==> config.mk <==
export PLATFORM = sky130hd
export DESIGN_NAME = operand_issue
export DESIGN_NICKNAME = d
export VERILOG_FILES = /design/src/rtl/my_pkg.sv /design/src/rtl/issue_fifo.sv /design/src/rtl/operand_issue.sv
export SDC_FILE = /design/constraint.sdc
export NUM_CORES = 1
export LEC_CHECK = 0
export CORE_UTILIZATION = 56
export CTS_CLUSTER_DIAMETER = 80
export CTS_CLUSTER_SIZE = 12
export DETAILED_ROUTE_END_ITERATION = 8
export GPL_TIMING_DRIVEN = 0
export PLACE_DENSITY = 0.79
export SYNTH_ARGS = -nofsm -noshare
export SYNTH_HDL_FRONTEND = slang
export SYNTH_HIERARCHICAL = 1
export SYNTH_SLANG_ARGS = --single-unit
==> constraint.sdc <==
create_clock -name clk -period 3.2 [get_ports clk]
set_clock_uncertainty 0.1 [all_clocks]
set_input_delay 0.32 -clock clk [delete_from_list [all_inputs] [get_ports clk]]
set_output_delay 0.32 -clock clk [all_outputs]
set_load 0.02 [all_outputs]
==> src/rtl/my_pkg.sv <==
`default_nettype none
// ============================================================================
//  Module      : my_pkg
//  Description : Shared types and constants for the operand issue stage:
//                logic-unit operation encoding and default FIFO depth.
//  Revision    : 1.0 - initial release
// ============================================================================
package my_pkg;

    // Logic-unit operation: OP0 = XOR, OP1 = OR, OP2 = AND
    typedef enum logic [1:0] {
        OP0 = 2'd0,
        OP1 = 2'd1,
        OP2 = 2'd2
    } instruction_type;

    // Default number of buffered requests ahead of the issue registers
    localparam int ISSUE_DEPTH_DEFAULT = 4;

endpackage : my_pkg
`default_nettype wire

==> src/rtl/issue_fifo.sv <==
`default_nettype none
// ============================================================================
//  Module      : issue_fifo
//  Description : Circular request buffer for operand_issue. Wrapping read and
//                write pointers plus an occupancy count one bit wider than the
//                pointers, so full and empty are both distinguishable.
//                DEPTH must be a power of two and at least 2 so the pointers
//                wrap naturally.
//  Revision    : 1.0 - initial release
// ============================================================================
module issue_fifo
    import my_pkg::*;
#(
    parameter  int DEPTH = ISSUE_DEPTH_DEFAULT,
    parameter  int WIDTH = 8,
    localparam int PTR_W = $clog2(DEPTH),
    localparam int CNT_W = PTR_W + 1
) (
    input  logic             clk,
    input  logic             rst_n,
    input  logic             push,
    input  logic [WIDTH-1:0] push_data,
    input  logic             pop,
    output logic [WIDTH-1:0] head,
    output logic [CNT_W-1:0] count
);

    logic [WIDTH-1:0] r_mem [DEPTH];
    logic [PTR_W-1:0] r_wptr;
    logic [PTR_W-1:0] r_rptr;
    logic [CNT_W-1:0] r_count;

    // Storage array: data only, no reset needed since count gates validity
    always_ff @(posedge clk) begin
        if (push) begin
            r_mem[r_wptr] <= push_data;
        end
    end

    // Pointer and occupancy bookkeeping; push and pop together keep count
    always_ff @(posedge clk or negedge rst_n) begin
        if (!rst_n) begin
            r_wptr  <= '0;
            r_rptr  <= '0;
            r_count <= '0;
        end else begin
            if (push) begin
                r_wptr <= r_wptr + PTR_W'(1);
            end
            if (pop) begin
                r_rptr <= r_rptr + PTR_W'(1);
            end
            case ({push, pop})
                2'b10:   r_count <= r_count + CNT_W'(1);
                2'b01:   r_count <= r_count - CNT_W'(1);
                default: r_count <= r_count;
            endcase
        end
    end

    assign head  = r_mem[r_rptr];
    assign count = r_count;

endmodule : issue_fifo
`default_nettype wire

==> src/rtl/operand_issue.sv <==
`default_nettype none
// ============================================================================
//  Module      : operand_issue
//  Description : Buffers logic-unit requests in issue_fifo and presents them
//                through registered issue outputs that feed the logic unit
//                directly. A registered result tag follows each consumed
//                request so it lines up with the logic unit's registered
//                result.
//                Optional build macro ISSUE_BYPASS_EN: when the FIFO is empty
//                and the issue stage can accept, a new request is written
//                straight into the issue registers, saving one cycle.
//  Revision    : 1.0 - initial release
// ============================================================================
module operand_issue
    import my_pkg::*;
#(
    parameter int DEPTH = ISSUE_DEPTH_DEFAULT,
    parameter int TAG_W = 4
) (
    input  logic             clk,
    input  logic             rst_n,
    input  logic             in_valid,
    output logic             in_ready,
    input  logic [31:0]      in_opA,
    input  logic [31:0]      in_opB,
    input  instruction_type  in_op,
    input  logic [TAG_W-1:0] in_tag,
    input  logic             stall,
    output logic [31:0]      issue_opA,
    output logic [31:0]      issue_opB,
    output instruction_type  issue_op,
    output logic             issue_valid,
    output logic [TAG_W-1:0] res_tag,
    output logic             res_tag_valid
);

    // Entry layout: {tag, op, opB, opA}
    localparam int c_ENT_W = 64 + 2 + TAG_W;
    localparam int c_CNT_W = $clog2(DEPTH) + 1;

    logic [c_ENT_W-1:0] w_in_entry;
    logic [c_ENT_W-1:0] w_head;
    logic [c_ENT_W-1:0] w_load_entry;
    logic [c_CNT_W-1:0] w_count;
    logic               w_accept;
    logic               w_fifo_empty;
    logic               w_consume;
    logic               w_can_load;
    logic               w_bypass;
    logic               w_fifo_push;
    logic               w_pop;
    logic               w_load;

    logic [31:0]        r_issue_opA;
    logic [31:0]        r_issue_opB;
    instruction_type    r_issue_op;
    logic [TAG_W-1:0]   r_issue_tag;
    logic               r_issue_valid;
    logic [TAG_W-1:0]   r_res_tag;
    logic               r_res_tag_valid;

    // Ready depends only on registered occupancy, never on in_valid
    assign in_ready     = (w_count != c_CNT_W'(DEPTH));
    assign w_accept     = in_valid && in_ready;
    assign w_fifo_empty = (w_count == '0);
    assign w_in_entry   = {in_tag, in_op, in_opB, in_opA};

    // The issue slot drains when downstream is not stalled; it can be
    // refilled when it is empty or draining this cycle.
    assign w_consume    = r_issue_valid && !stall;
    assign w_can_load   = !r_issue_valid || w_consume;

`ifdef ISSUE_BYPASS_EN
    // Empty FIFO and a free issue slot: skip the FIFO for this request
    assign w_bypass     = w_accept && w_fifo_empty && w_can_load;
`else
    assign w_bypass     = 1'b0;
`endif

    // Bypass only fires with an empty FIFO, so it never overlaps a pop
    assign w_fifo_push  = w_accept && !w_bypass;
    assign w_pop        = w_can_load && !w_fifo_empty;
    assign w_load       = w_pop || w_bypass;
    assign w_load_entry = w_bypass ? w_in_entry : w_head;

    issue_fifo #(
        .DEPTH (DEPTH),
        .WIDTH (c_ENT_W)
    ) u_fifo (
        .clk       (clk),
        .rst_n     (rst_n),
        .push      (w_fifo_push),
        .push_data (w_in_entry),
        .pop       (w_pop),
        .head      (w_head),
        .count     (w_count)
    );

    // Issue registers: load from FIFO head (or bypass), clear valid on drain
    always_ff @(posedge clk or negedge rst_n) begin
        if (!rst_n) begin
            r_issue_opA   <= '0;
            r_issue_opB   <= '0;
            r_issue_op    <= OP0;
            r_issue_tag   <= '0;
            r_issue_valid <= 1'b0;
        end else if (w_load) begin
            r_issue_opA   <= w_load_entry[31:0];
            r_issue_opB   <= w_load_entry[63:32];
            r_issue_op    <= instruction_type'(w_load_entry[65:64]);
            r_issue_tag   <= w_load_entry[c_ENT_W-1:66];
            r_issue_valid <= 1'b1;
        end else if (w_consume) begin
            r_issue_valid <= 1'b0;
        end
    end

    // Result tag trails the consumed request by one edge, matching result_out
    always_ff @(posedge clk or negedge rst_n) begin
        if (!rst_n) begin
            r_res_tag       <= '0;
            r_res_tag_valid <= 1'b0;
        end else begin
            r_res_tag_valid <= w_consume;
            if (w_consume) begin
                r_res_tag <= r_issue_tag;
            end
        end
    end

    assign issue_opA     = r_issue_opA;
    assign issue_opB     = r_issue_opB;
    assign issue_op      = r_issue_op;
    assign issue_valid   = r_issue_valid;
    assign res_tag       = r_res_tag;
    assign res_tag_valid = r_res_tag_valid;

endmodule : operand_issue
`default_nettype wire

### Yosys cells after proc, flatten, opt, wreduce, memory -nomap -nowiden

Memories as Yosys holds them, arrays and structs flattened. A register that Yosys moved wholly into a read port is not among the register bits.
Cells that the tools add are included.

| word-level totals | value |
|---|---|
| flip-flop bits (word level) | 13 |
| bits in writable memories | 280 |
| input port bits | 74 |
| output and inout port bits | 73 |
| logic and storage cells | 30 |
| memories kept | 1 |

Memories:

| memory | words | bits a word | rd ports | clocked after memory_dff | wr ports | line | source |
|---|---|---|---|---|---|---|---|
| u_fifo.r_mem | 4 | 70 | 1 | 1 | 1 | issue_fifo.sv:28 | `logic [WIDTH-1:0] r_mem [DEPTH];` |

| cells by class | value |
|---|---|
| add/subtract/negate cells | 4 |
| equal/unequal tests | 3 |
| mux-type cells | 5 |
| reductions and logical operators | 11 |

Operators by type and width:

| cell | number |
|---|---|
| 3-bit case mux with 2 select lines | 1 |
| 2-bit by 1-bit adder with 2-bit output, second input constant | 2 |
| 1-bit logical NOT | 4 |
| 1-bit 2-to-1 mux | 4 |
| 2-bit nonzero test | 2 |
| 3-bit by 1-bit adder with 3-bit output, second input constant | 1 |
| 1-bit logical AND | 3 |
| 3-bit logical NOT | 1 |
| 3-bit != test, second input constant | 1 |
| 3-bit by 1-bit subtractor with 3-bit output, second input constant | 1 |
| 2-bit by 1-bit == test with 1-bit output, second input constant | 1 |
| 2-bit == test, second input constant | 1 |
| 1-bit logical OR | 1 |

### Longest topological paths before layout

Gate-level depths: netlist of run 1.

| logic depth | value |
|---|---|
| depth in word-level cells | 6 |
| mapped depth | 10 |
| depth with buffers taken out | 10 |

### Cells and area by module

Netlist of run 1, hierarchy kept.

Modules (own cells, without submodules):

| module | instances | cells each | area each (µm²) | seq. area each (µm²) |
|---|---|---|---|---|
| issue_fifo | 1 | 400 | 10,566.4 | 8,583.2 |
| operand_issue | 1 | 166 | 3,130.5 | 1,901.8 |

### Worst setup path after synthesis of run 1

No wires, ideal clock.

| path | value |
|---|---|
| path kind | flip-flop to flip-flop |
| from | register u_fifo.r_count[0], in the netlist u_fifo/count[0] |
| to | memory u_fifo/r_mem[3][0] (netlist name) (enable) |
| library setup time | 0.436 ns |
| arrival time | 2.554 ns |
| data required time | 2.664 ns |
| slack | 0.110 ns |
| cell stages (with the launch flop) | 5 |
| buffers on the path | 0 |
| path through | dfrtp_1 nor2_1 nand2_1 and2_1 and2_1 |

| between the ends | value |
|---|---|
| cells in the longest elaborated chain, start to end | 4 |

RTL lines:

| item | line | source |
|---|---|---|
| start: declaration | issue_fifo.sv:31 | `logic [CNT_W-1:0] r_count;` |
| start signal: assignment | issue_fifo.sv:54 | `2'b10: r_count <= r_count + CNT_W'(1);` |
| start signal: assignment | issue_fifo.sv:55 | `2'b01: r_count <= r_count - CNT_W'(1);` |
| start signal: assignment | issue_fifo.sv:56 | `default: r_count <= r_count;` |
| 3-bit != test | operand_issue.sv:63 | `assign in_ready = (w_count != c_CNT_W'(DEPTH));` |
| net in_ready | operand_issue.sv:23 | `output logic in_ready,` |
| 1-bit logical AND | operand_issue.sv:64 | `assign w_accept = in_valid && in_ready;` |
| net w_accept | operand_issue.sv:45 | `logic w_accept;` |
| 1-bit 2-to-1 mux | issue_fifo.sv:35 | `if (push) begin` |
| 1-bit 2-to-1 mux (not written as such) | issue_fifo.sv:36 | `r_mem[r_wptr] <= push_data;` |
| end: declaration | issue_fifo.sv:28 |  |

The timed path passes the listed nets, and every way through them passes these cells.

### Final worst setup path of run 1

| path | value |
|---|---|
| from | register u_fifo.r_count[0], in the netlist u_fifo/count[0] |
| to | register u_fifo.r_count[2], in the netlist u_fifo/count[2] |

| between the ends | value |
|---|---|
| cells in the longest elaborated chain, start to end | 5 |

RTL lines:

| item | line | source |
|---|---|---|
| 3-bit logical NOT (*) | operand_issue.sv:65 | `assign w_fifo_empty = (w_count == '0);` |
| 1-bit logical NOT (*) | operand_issue.sv:82 | `assign w_pop = w_can_load && !w_fifo_empty;` |
| 1-bit logical AND (*) | operand_issue.sv:82 |  |
| net w_load | operand_issue.sv:52 | `logic w_load;` |
| 2-bit by 1-bit == test with 1-bit output / 2-bit == test (equally long branches) | issue_fifo.sv:53 | `case ({push, pop})` |
| 3-bit case mux with 2 select lines / 2-bit nonzero test (equally long branches) | -- |  |

Mark *: on every way through the listed nets, which the timed path passes. The rest lies on a longest branch.
A chain may end at the register's enable or synchronous reset.

==> flow_summary.json, run 1 <==
{
  "grt_max_degree": 58,
  "diodes": 0,
  "synth_edf_count": 280,
  "routed_wl_mm": 24.69,
  "die_x_um": 158.4,
  "dieArea_mm2": 0.02509,
  "cts.clk_slew.worst_paths_ns": 0.06,
  "die_y_um": 158.4,
  "numPortBuffers": 146,
  "cts_hold_buffers": 1,
  "grt_pass1_wl_mm": 37.89,
  "clock.fmax_mhz": 416.2,
  "num_rows": 56,
  "grt_pass1_vias": 6719,
  "synthesis.instances": 566,
  "setup_viol": 0,
  "cp_slowest_cell": "dfrtp_1",
  "cp_data_required_time_ns": 3.54,
  "synth_most_common_cell": "edfxtp_1",
  "antenna_found_initial": 0,
  "pwr_density_cell_mw_per_mm2": 984.6,
  "core_mm2": 0.02375,
  "finalCriticalPeriod_ns": 2.402,
  "synth_seq_cells": 363,
  "crit_arrival_ns": 2.74,
  "overflow": 0,
  "setup_ws_ns": 0.7976,
  "leakage_nw": 5.998,
  "stdcell_count": 1102,
  "cts-root-buf": "clkbuf_16",
  "io_pins": 147,
  "cts_setup_buffers": 0,
  "clkSinkCount": 363,
  "clkLatencyLatePin_ns": 0.51,
  "dp_slack_ns": 0.3899,
  "maxCapViolCount": 0,
  "vias": 6169,
  "ys.flop_type": "edfxtp_1",
  "synth_top_area_cell": "edfxtp_1",
  "dp.final_hpwl_mm": 14.88,
  "cp-start-kind": "flop",
  "rr_worst_depth": 9,
  "gp_congestion": 0.7014,
  "cp_cell_sequence": "nor3_2, a21oi_4, buf_6, ha_1, inv_1, fa_1, xor2_1, nor2_1, xor2_1",
  "hold_path_class": "in -> async",
  "synthArstFlopShare": 0.2287,
  "path_buf_inv": 2,
  "rsz0062_at_grt": "no",
  "dp_cells": 1036,
  "cp-end-kind": "flop",
  "fin_nets": 836,
  "synth.cell_area_mm2": 0.01370,
  "synth.distinct_cells": 23,
  "critical_path_class": "reg -> reg",
  "hold_viol": 0,
  "yosysWarnings": 6,
  "syn2layout_area_growth_pct": 22.37,
  "vdd_ir_drop_max_uv": 518.3,
  "cts_buffer_depth": 3,
  "fin_crit_sh": 0.7508,
  "slew_headroom": 0.6414,
  "drt-vias-per-instance": 5.598,
  "first_pass_iters": 6,
  "synth_area_leaders": "edfxtp_1 (61%), dfrtp_1 (15%), mux4_2 (11%), mux2_4 (7.6%), buf_12 (1.0%)",
  "cts_buffers": 36,
  "dr.first_iter.drc_count": 356,
  "crit_path_max_incr_delay_ns": 0.41,
  "drive_gt1_frac": 0.2759,
  "synth_common_cells": "edfxtp_1 (280), dfrtp_1 (83), mux2_4 (69)",
  "path_delay_family": "adder cells",
  "cts_tree": "done",
  "drt-wirelength-per-cell_um": 22.40,
  "cts_resized": 0,
  "slew_violations": 0,
  "syn-num-nets": 646,
  "syn_area_per_cell_um2": 24.20,
  "h-tree-depth": 2,
  "cp_max_fo": 12,
  "cp_common_cell": "xor2_1",
  "start_util": 0.5766,
  "detail-route-antenna-nets": 0,
  "num-fill-cells": 1414,
  "track_usage": 0.2081,
  "status": "completed",
  "route.detailed.drc": 0,
  "yosys.area.top_type_share": 0.6139,
  "crit_cells": 9,
  "worstMarginPinSlew_ns": 0.5379,
  "synth-seq-area-share": 0.7655
}
[registers in the layout (all words and copies together), names as in the netlist]
register / count
issue_valid: 1
u_fifo/r_rptr: 2
issue_opA: 32
u_fifo/r_mem: 280
r_issue_tag: 4
issue_op: 2
res_tag: 4
res_tag_valid: 1
issue_opB: 32
u_fifo/count: 3
u_fifo/r_wptr: 2
[stage by stage]
stage | utilization | instance area [um^2] | TNS (ns) | power (mW) | hold WS (ns)
6_report | 0.7056 | 16760 | 0 | 16.50 | 0.2412
5_1_grt | 0.7056 | 16760 | 0 | 17.26 | 0.2500
4_1_cts | 0.7056 | 16760 | 0 | 16.71 | 0.1973
3_5_place_dp | 0.6611 | 15700 | 0 | 12.84 | 0.2001
3_3_place_gp | 0.6550 | 15560 | -511.53 | 12.61 | 0.3949
2_1_floorplan | - | 13700 | 0 | 10.79 | -0.07559
[power by group]
part	leakage, nW	switching, mW	internal [mW]
Clock	0.501	1.64	2.17
Sequential	3.53	0.501	6.43
Combinational	1.96	2.58	3.18
Total	6.00	4.72	11.8
[worst reg2reg max path, cell delays in order (launching register included)]
cell and delay, ns:
dfrtp_1 0.41, nor3_2 0.09, a21oi_4 0.36, buf_6 0.28, ha_1 0.21, inv_1 0.06, fa_1 0.37, xor2_1 0.17
nor2_1 0.12, xor2_1 0.15
[cells by family after synthesis]
family	after synthesis	synth area share
flops	363	0.7655
xor+xnor	6	0.003837
simple gates	14	0.005390
mux	145	0.1961
fa+ha+maj	6	0.006029
compound gates	2	0.001553
buf+inv	30	0.02156
[routing by layer]
metal / vias up / routed length [um] / global-route usage
met5: - / 0 / 0
met1: 3271 / 9990 / 0.2716
li1: 2683 / - / -
met2: 182 / 12900 / 0.3507
met3: 33 / 1289 / 0.04409
met4: 0 / 506 / 0.06914
[area by class of cell]
cell class                      instances  area (um^2)  share of cell area
Multi-Input combinational cell        173         2927              0.1746
Timing Repair Buffer                  152         1607             0.09585
Clock inverter                          3        28.78            0.001717
Inverter                                7        26.28            0.001568
Sequential cell                       363        10490              0.6256
Clock buffer                           62         1020             0.06084
Buffer                                 23        269.0             0.01605
Tap cell                              319        399.1             0.02381
[placed cells by master (no fill, tap or decap), drive strengths merged]
master,netlist,final
edfxtp,280,280
clkdlybuf4s50,0,145
dfrtp,83,83
mux2,74,74
mux4,70,70
clkbuf,1,63
buf,22,28
inv,7,10
nand2,5,5
ha,5,5
and2,5,5
xor2,4,4
nor2,2,2
xnor2,2,2
nor3,1,1
a21oi,1,1
nand2b,1,1
dlygate4sd3,0,1
mux2i,1,1
o21ai,1,1
fa,1,1
[path summary, 6_finish.rpt]
kind | start | to | slack (ns)
worst max-delay path | u_fifo/count[0] | u_fifo/count[2] | 0.80
worst min-delay path | rst_n | issue_opB[24] | 0.24
worst max register to register | u_fifo/count[0] | u_fifo/count[2] | 0.80
worst min register to register | u_fifo/count[2] | u_fifo/count[2] | 0.41
max in group asynchronous | rst_n | res_tag[0] | 2.09
min in group clk | in_opB[16] | u_fifo/r_mem[0][48] | 0.34
No activity file was read; power rests on OpenSTA's default activity.
==> run 2: changes to the inputs <==
--- a/config.mk
+++ b/config.mk
@@ -5,12 +5,12 @@
 export SDC_FILE = /design/constraint.sdc
 export NUM_CORES = 1
 export LEC_CHECK = 0
-export CORE_UTILIZATION = 56
+export CORE_UTILIZATION = 51
 export CTS_CLUSTER_DIAMETER = 80
 export CTS_CLUSTER_SIZE = 12
 export DETAILED_ROUTE_END_ITERATION = 8
 export GPL_TIMING_DRIVEN = 0
-export PLACE_DENSITY = 0.79
+export PLACE_DENSITY = 0.76
 export SYNTH_ARGS = -nofsm -noshare
 export SYNTH_HDL_FRONTEND = slang
 export SYNTH_HIERARCHICAL = 1
==> constraint.sdc (replaced) <==
create_clock -name clk -period 2.01 [get_ports clk]
set_clock_uncertainty 0.1 [all_clocks]
set_input_delay 0.201 -clock clk [delete_from_list [all_inputs] [get_ports clk]]
set_output_delay 0.201 -clock clk [all_outputs]
set_load 0.02 [all_outputs]
==> flow_summary.json, run 2 (synthesis results as in run 1) <==
{
  "fin_nets": 841,
  "rr_worst_depth": 10,
  "start_util": 0.5227,
  "drt-wirelength-per-cell_um": 22.59,
  "dr.first_iter.drc_count": 357,
  "route.detailed.drc": 7,
  "p_sw_frac": 0.2868,
  "grt_pass1_wl_mm": 39.20,
  "gp_congestion": 0.7281,
  "worstMarginPinSlew_ns": 0.5726,
  "setup_ws_ns": -0.02851,
  "num-fill-cells": 1707,
  "clkLatencyLatePin_ns": 0.51,
  "whs_ns": 0.05739,
  "num_rows": 59,
  "hold_viol": 0,
  "dp.final_hpwl_mm": 15.32,
  "antenna_found_initial": 0,
  "cp_data_required_time_ns": 2.33,
  "utilization": 0.6433,
  "cts_buffer_depth": 3,
  "routed_wl_mm": 25.39,
  "finalCriticalPeriod_ns": 2.039,
  "mostFrequentLayoutCells": "edfxtp_1 (280), clkdlybuf4s50_1 (144), dfrtp_1 (82), mux2_4 (69), mux4_2 (68)",
  "track_usage": 0.1907,
  "cts-root-buf": "clkbuf_16",
  "status": "finished, violations left",
  "slew_headroom": 0.6183,
  "first_pass_iters": 9,
  "pwr_density_cell_mw_per_mm2": 1568,
  "p_int_mw": 18.86,
  "h-tree-depth": 2,
  "fin_crit_sh": 1.014,
  "slew_violations": 0,
  "cp-end-kind": "flop",
  "overflow": 0,
  "cts.clk_slew.worst_paths_ns": 0.06,
  "crit_arrival_ns": 2.36,
  "drive_gt1_frac": 0.2890,
  "leakage_nw": 6.032,
  "cts_tree": "done",
  "die_y_um": 165.9,
  "critical_path_class": "reg -> reg",
  "clkSinkCount": 363,
  "vdd_ir_drop_max_uv": 749.7,
  "dieArea_mm2": 0.02752,
  "clkPwrFrac": 0.231,
  "setup_viol": 57,
  "pwr-share-seq": 0.418,
  "cp_max_fo": 6,
  "grt_pass1_vias": 6765,
  "combPwrFrac": 0.351,
  "power_switching_mw": 7.583,
  "rsz0062_at_grt": "yes",
  "violations": "DRC, setup timing",
  "maxCapViolCount": 0,
  "largest_reg_flops": 280,
  "cp-start-kind": "flop",
  "io_pins": 147,
  "core_mm2": 0.02621,
  "die_x_um": 165.9,
  "hold_path_class": "in -> async",
  "detail-route-antenna-nets": 0,
  "regMostFlops": "u_fifo/r_mem",
  "numPortBuffers": 146,
  "vias": 6082,
  "clock.fmax_mhz": 490.6,
  "grt_max_degree": 59,
  "final_common_cell": "edfxtp_1",
  "syn2layout_area_growth_pct": 23.08,
  "drt-vias-per-instance": 5.411,
  "diodes": 0,
  "cts_buffers": 36
}
==> run 2: metal layers <==
layer / vias to the layer above / GRT usage / share of wire
met2: 150 / 0.3371 / 0.53
met5: - / 0 / 0
met3: 35 / 0.03718 / 0.046
li1: 2683 / - / -
met1: 3214 / 0.2408 / 0.41
met4: 0 / 0.05445 / 0.017
==> run 2: through the flow <==
step	cell area (um^2)	total power, mW	setup WS (ns)	TNS [ns]	cells
after global routing	16860	27.60	-0.1104	-7.013	1124
after CTS	16830	26.74	-0.07186	-4.868	1122
final	16860	26.44	-0.02851	-0.4025	1124
after floorplan	13720	17.17	-0.2460	-68.41	566
after global placement	15610	20.09	-3.192	-500.49	1047
after detailed placement	15750	20.53	-0.7062	-17.53	1052
==> run 2: area by class of cell <==
type	instances	area (um^2)	share of cell area
plain buffers	22	274.0	0.01625
clock buffers	63	1023	0.06071
clock inverters	3	28.78	0.001707
inverters	7	28.78	0.001707
multi-input cells	173	2944	0.1746
flip-flops and latches	363	10490	0.6220
well taps	335	419.2	0.02486
repair buffers	158	1654	0.09811
==> run 2: what timing repair did <==
item / in CTS / in global routing
gates resized for setup: 2 / 2
hold endpoints to repair: 83 / 0
endpoints found under the setup margin: 81 / 220
hold buffers: 1 / 0
pin swaps: 4 / 7
buffers inserted: 3 / 3
==> run 2: final timing paths <==
| path | start | endpoint | slack, ns |
|---|---|---|---|
| setup / recovery | u_fifo/count[0] | u_fifo/count[2] | -0.03 |
| setup reg to reg | u_fifo/count[0] | u_fifo/count[2] | -0.03 |
| min in group clk | in_opA[20] | u_fifo/r_mem[1][20] | 0.21 |
| hold / removal | rst_n | issue_opB[28] | 0.06 |
| hold reg to reg | res_tag[0] | res_tag[0] | 0.41 |
| max in group asynchronous | rst_n | issue_valid | 1.07 |
==> run 2: worst max-delay path: stages, from the launching register on <==
cell	delay, ns
dfrtp_1	0.41
nor2_1	0.11
nand2_1	0.07
and2_4	0.19
inv_4	0.06
ha_4	0.13
inv_2	0.03
fa_2	0.32
xor2_1	0.17
nor2_1	0.17
xor2_1	0.18
==> run 2: power groups by stage <==
stage	logic (mW)	clock network (mW)	registers, mW
floorplan	5.30	0	11.9
global placement	8.96	0	11.1
detailed placement	9.36	0	11.2
CTS	9.46	6.24	11.0
global route	9.84	6.53	11.2
finish	9.29	6.10	11.1
==> run 3: changes to the inputs <==
--- a/config.mk
+++ b/config.mk
@@ -5,13 +5,13 @@
 export SDC_FILE = /design/constraint.sdc
 export NUM_CORES = 1
 export LEC_CHECK = 0
-export CORE_UTILIZATION = 51
+export CORE_UTILIZATION = 50
 export CTS_CLUSTER_DIAMETER = 80
 export CTS_CLUSTER_SIZE = 12
 export DETAILED_ROUTE_END_ITERATION = 8
 export GPL_TIMING_DRIVEN = 0
-export PLACE_DENSITY = 0.76
+export MAX_ROUTING_LAYER = met4
+export PLACE_DENSITY = 0.75
 export SYNTH_ARGS = -nofsm -noshare
 export SYNTH_HDL_FRONTEND = slang
-export SYNTH_HIERARCHICAL = 1
 export SYNTH_SLANG_ARGS = --single-unit
==> flow_summary.json, run 3 <==
{
  "clock.fmax_mhz": 454.2,
  "cp_max_fo": 6,
  "cts_buffer_depth": 3,
  "dp_cells": 1051,
  "drt-wirelength-per-cell_um": 21.98,
  "r2r_end": "u_fifo.count[2]",
  "synth_common_cells": "edfxtp_1 (280), dfrtp_1 (83), mux2_2 (75)",
  "cp-start-kind": "flop",
  "vias": 6171,
  "leakage_nw": 5.775,
  "synth.cell_area_mm2": 0.01336,
  "cp_common_cell": "xor2_1",
  "multiInputGateArea_mm2": 0.002708,
  "cts.clk_slew.worst_paths_ns": 0.06,
  "synth-seq-area-share": 0.7846,
  "setup_viol": 122,
  "crit_arrival_ns": 2.52,
  "cp_slowest_cell": "or3b_4",
  "finalCriticalPeriod_ns": 2.202,
  "ff2ff_setup_slack_ns": -0.19,
  "cts_buffers": 36,
  "slew_violations": 0,
  "final_common_cell": "edfxtp_1",
  "path_delay_family": "simple AND/OR/NAND/NOR gates",
  "clkSinkCount": 363,
  "worstMarginPinSlew_ns": 0.7399,
  "numPortBuffers": 146,
  "num-fill-cells": 1779,
  "syn2layout_area_growth_pct": 24.74,
  "grt_pass1_vias": 6758,
  "core_mm2": 0.02613,
  "grt_pass1_wl_mm": 37.56,
  "track_usage": 0.1938,
  "yosys.area.top_type_share": 0.6292,
  "routed_wl_mm": 24.81,
  "syn-num-nets": 645,
  "syn_area_per_cell_um2": 23.65,
  "die_x_um": 165.5,
  "hold_viol": 0,
  "h-tree-depth": 2,
  "synth_area_leaders": "edfxtp_1 (63%), dfrtp_1 (16%), mux4_2 (12%), mux2_2 (6.3%), buf_6 (1.3%)",
  "route.detailed.drc": 18,
  "setup_ws_ns": -0.1918,
  "drt-vias-per-instance": 5.466,
  "crit_path_max_incr_delay_ns": 0.44,
  "rsz0062_at_grt": "yes",
  "maxCapViolCount": 0,
  "synth.distinct_cells": 23,
  "vdd_ir_drop_max_uv": 1078,
  "clkLatencyLatePin_ns": 0.51,
  "cp_cell_sequence": "or3b_4, and2_4, inv_4, ha_4, inv_2, fa_2, xor2_1, nor2_1, xor2_1",
  "synth_top_area_cell": "edfxtp_1",
  "cts-root-buf": "clkbuf_16",
  "overflow": 0,
  "cp_data_required_time_ns": 2.33,
  "fin_crit_sh": 1.095,
  "synthArstFlopShare": 0.2287,
  "regMostFlops": "u_fifo.r_mem",
  "synth_seq_cells": 363,
  "regToRegStartpoint": "u_fifo.count[0]",
  "register_area_mm2": 0.01049,
  "drive_gt1_frac": 0.3064,
  "largest_reg_flops": 280,
  "slew_headroom": 0.5068,
  "dieArea_mm2": 0.02739,
  "gp_congestion": 0.7576,
  "dr.first_iter.drc_count": 367,
  "stdcell_count": 1129,
  "utilization": 0.6379,
  "detail-route-antenna-nets": 0,
  "dp.final_hpwl_mm": 15.15,
  "cp-end-kind": "flop",
  "grt_max_degree": 48,
  "synth_edf_count": 280,
  "synth_most_common_cell": "edfxtp_1",
  "antenna_found_initial": 1,
  "p_sw_frac": 0.2861,
  "num_rows": 59,
  "die_y_um": 165.5,
  "fin_nets": 848,
  "status": "finished, violations left",
  "io_pins": 147,
  "path_buf_inv": 2,
  "clkPwrFrac": 0.234,
  "yosysWarnings": 0,
  "start_util": 0.5114,
  "cts_tree": "done",
  "mostFrequentLayoutCells": "edfxtp_1 (280), clkdlybuf4s50_1 (144), dfrtp_1 (83), mux2_2 (72), mux4_2 (70)",
  "rr_worst_depth": 9,
  "whs_ns": 0.1901,
  "ys.flop_type": "edfxtp_1",
  "critical_path_class": "reg -> reg",
  "pwr_density_cell_mw_per_mm2": 1543,
  "combPwrFrac": 0.338,
  "first_pass_iters": 8,
  "hold_path_class": "in -> async",
  "tns_ns": -3.280,
  "pwr-share-seq": 0.427,
  "p_int_mw": 18.36,
  "violations": "DRC, setup timing",
  "synthesis.instances": 565,
  "power_mw": 25.72,
  "power_switching_mw": 7.358
}
run 3: power by group through the flow:
stage	sequential (mW)	combinational, mW	clock [mW]
finish	11.0	8.70	6.03
global route	11.2	9.32	6.46
CTS	11.0	8.62	6.18
detailed placement	11.1	8.45	0
global placement	11.1	8.11	0
floorplan	11.9	4.45	0
run 3: layout make-up:
class,instances,share of cell area
multi-input combinational,171,0.1624
inverter,7,0.001876
tap,335,0.02514
antenna,1,0.0001501
buffer,24,0.01614
timing repair buffer,165,0.1029
clock buffer,60,0.06072
clock inverter,3,0.001726
sequential,363,0.6289
run 3: layer usage:
layer  up-vias  global-route usage  wire length [um]
li1       2704                   -                 -
met1      3273              0.2407             10160
met2       157              0.3299             13150
met3        37             0.03172              1065
met4         0             0.05579               429
met5         -                   -                 0
run 3: worst max path at each step:
stage                              end  slack (ns)  cells past startpoint       startpoint
global placement         issue_opA[28]       -2.88                      1            rst_n
global route           u_fifo.count[2]       -0.25                      9  u_fifo.count[0]
floorplan           u_fifo.r_mem[0][0]       -0.12                      2  u_fifo.count[2]
CTS                    u_fifo.count[2]       -0.14                      9  u_fifo.count[1]
finish                 u_fifo.count[2]       -0.19                      9  u_fifo.count[0]
detailed placement     u_fifo.count[2]       -0.50                     11            stall
run 3: timing repair:
item | 4_1_cts | 5_1_grt
gates resized for setup | 13 | 28
endpoints found under the hold margin | 46 | 0
setup buffers | 6 | 7
pin swaps | 7 | 5
endpoints found under the setup margin | 184 | 175
hold buffers | 1 | 0
run 3: worst register-to-register path, cell delays in order (launching register included):
cell	delay (ns)
dfrtp_1	0.38
or3b_4	0.44
and2_4	0.17
inv_4	0.05
ha_4	0.13
inv_2	0.04
fa_2	0.34
xor2_1	0.15
nor2_1	0.14
xor2_1	0.18
run 3: kinds of logic after synthesis:
logic type,synth area share
AND/OR/NAND/NOR,0.006179
flip-flops,0.7846
XOR/XNOR,0.003932
multiplexers,0.1819
buffers and inverters,0.01723
adder cells (fa/ha/maj),0.006179
run 3: per-stage QoR:
step                      area, um^2  setup slack, ns
final                          16670          -0.1918
after global routing           16670          -0.2498
after CTS                      16530          -0.1389
after detailed placement       15390          -0.5042
after global placement         15270           -2.882
after floorplan                13390          -0.1221
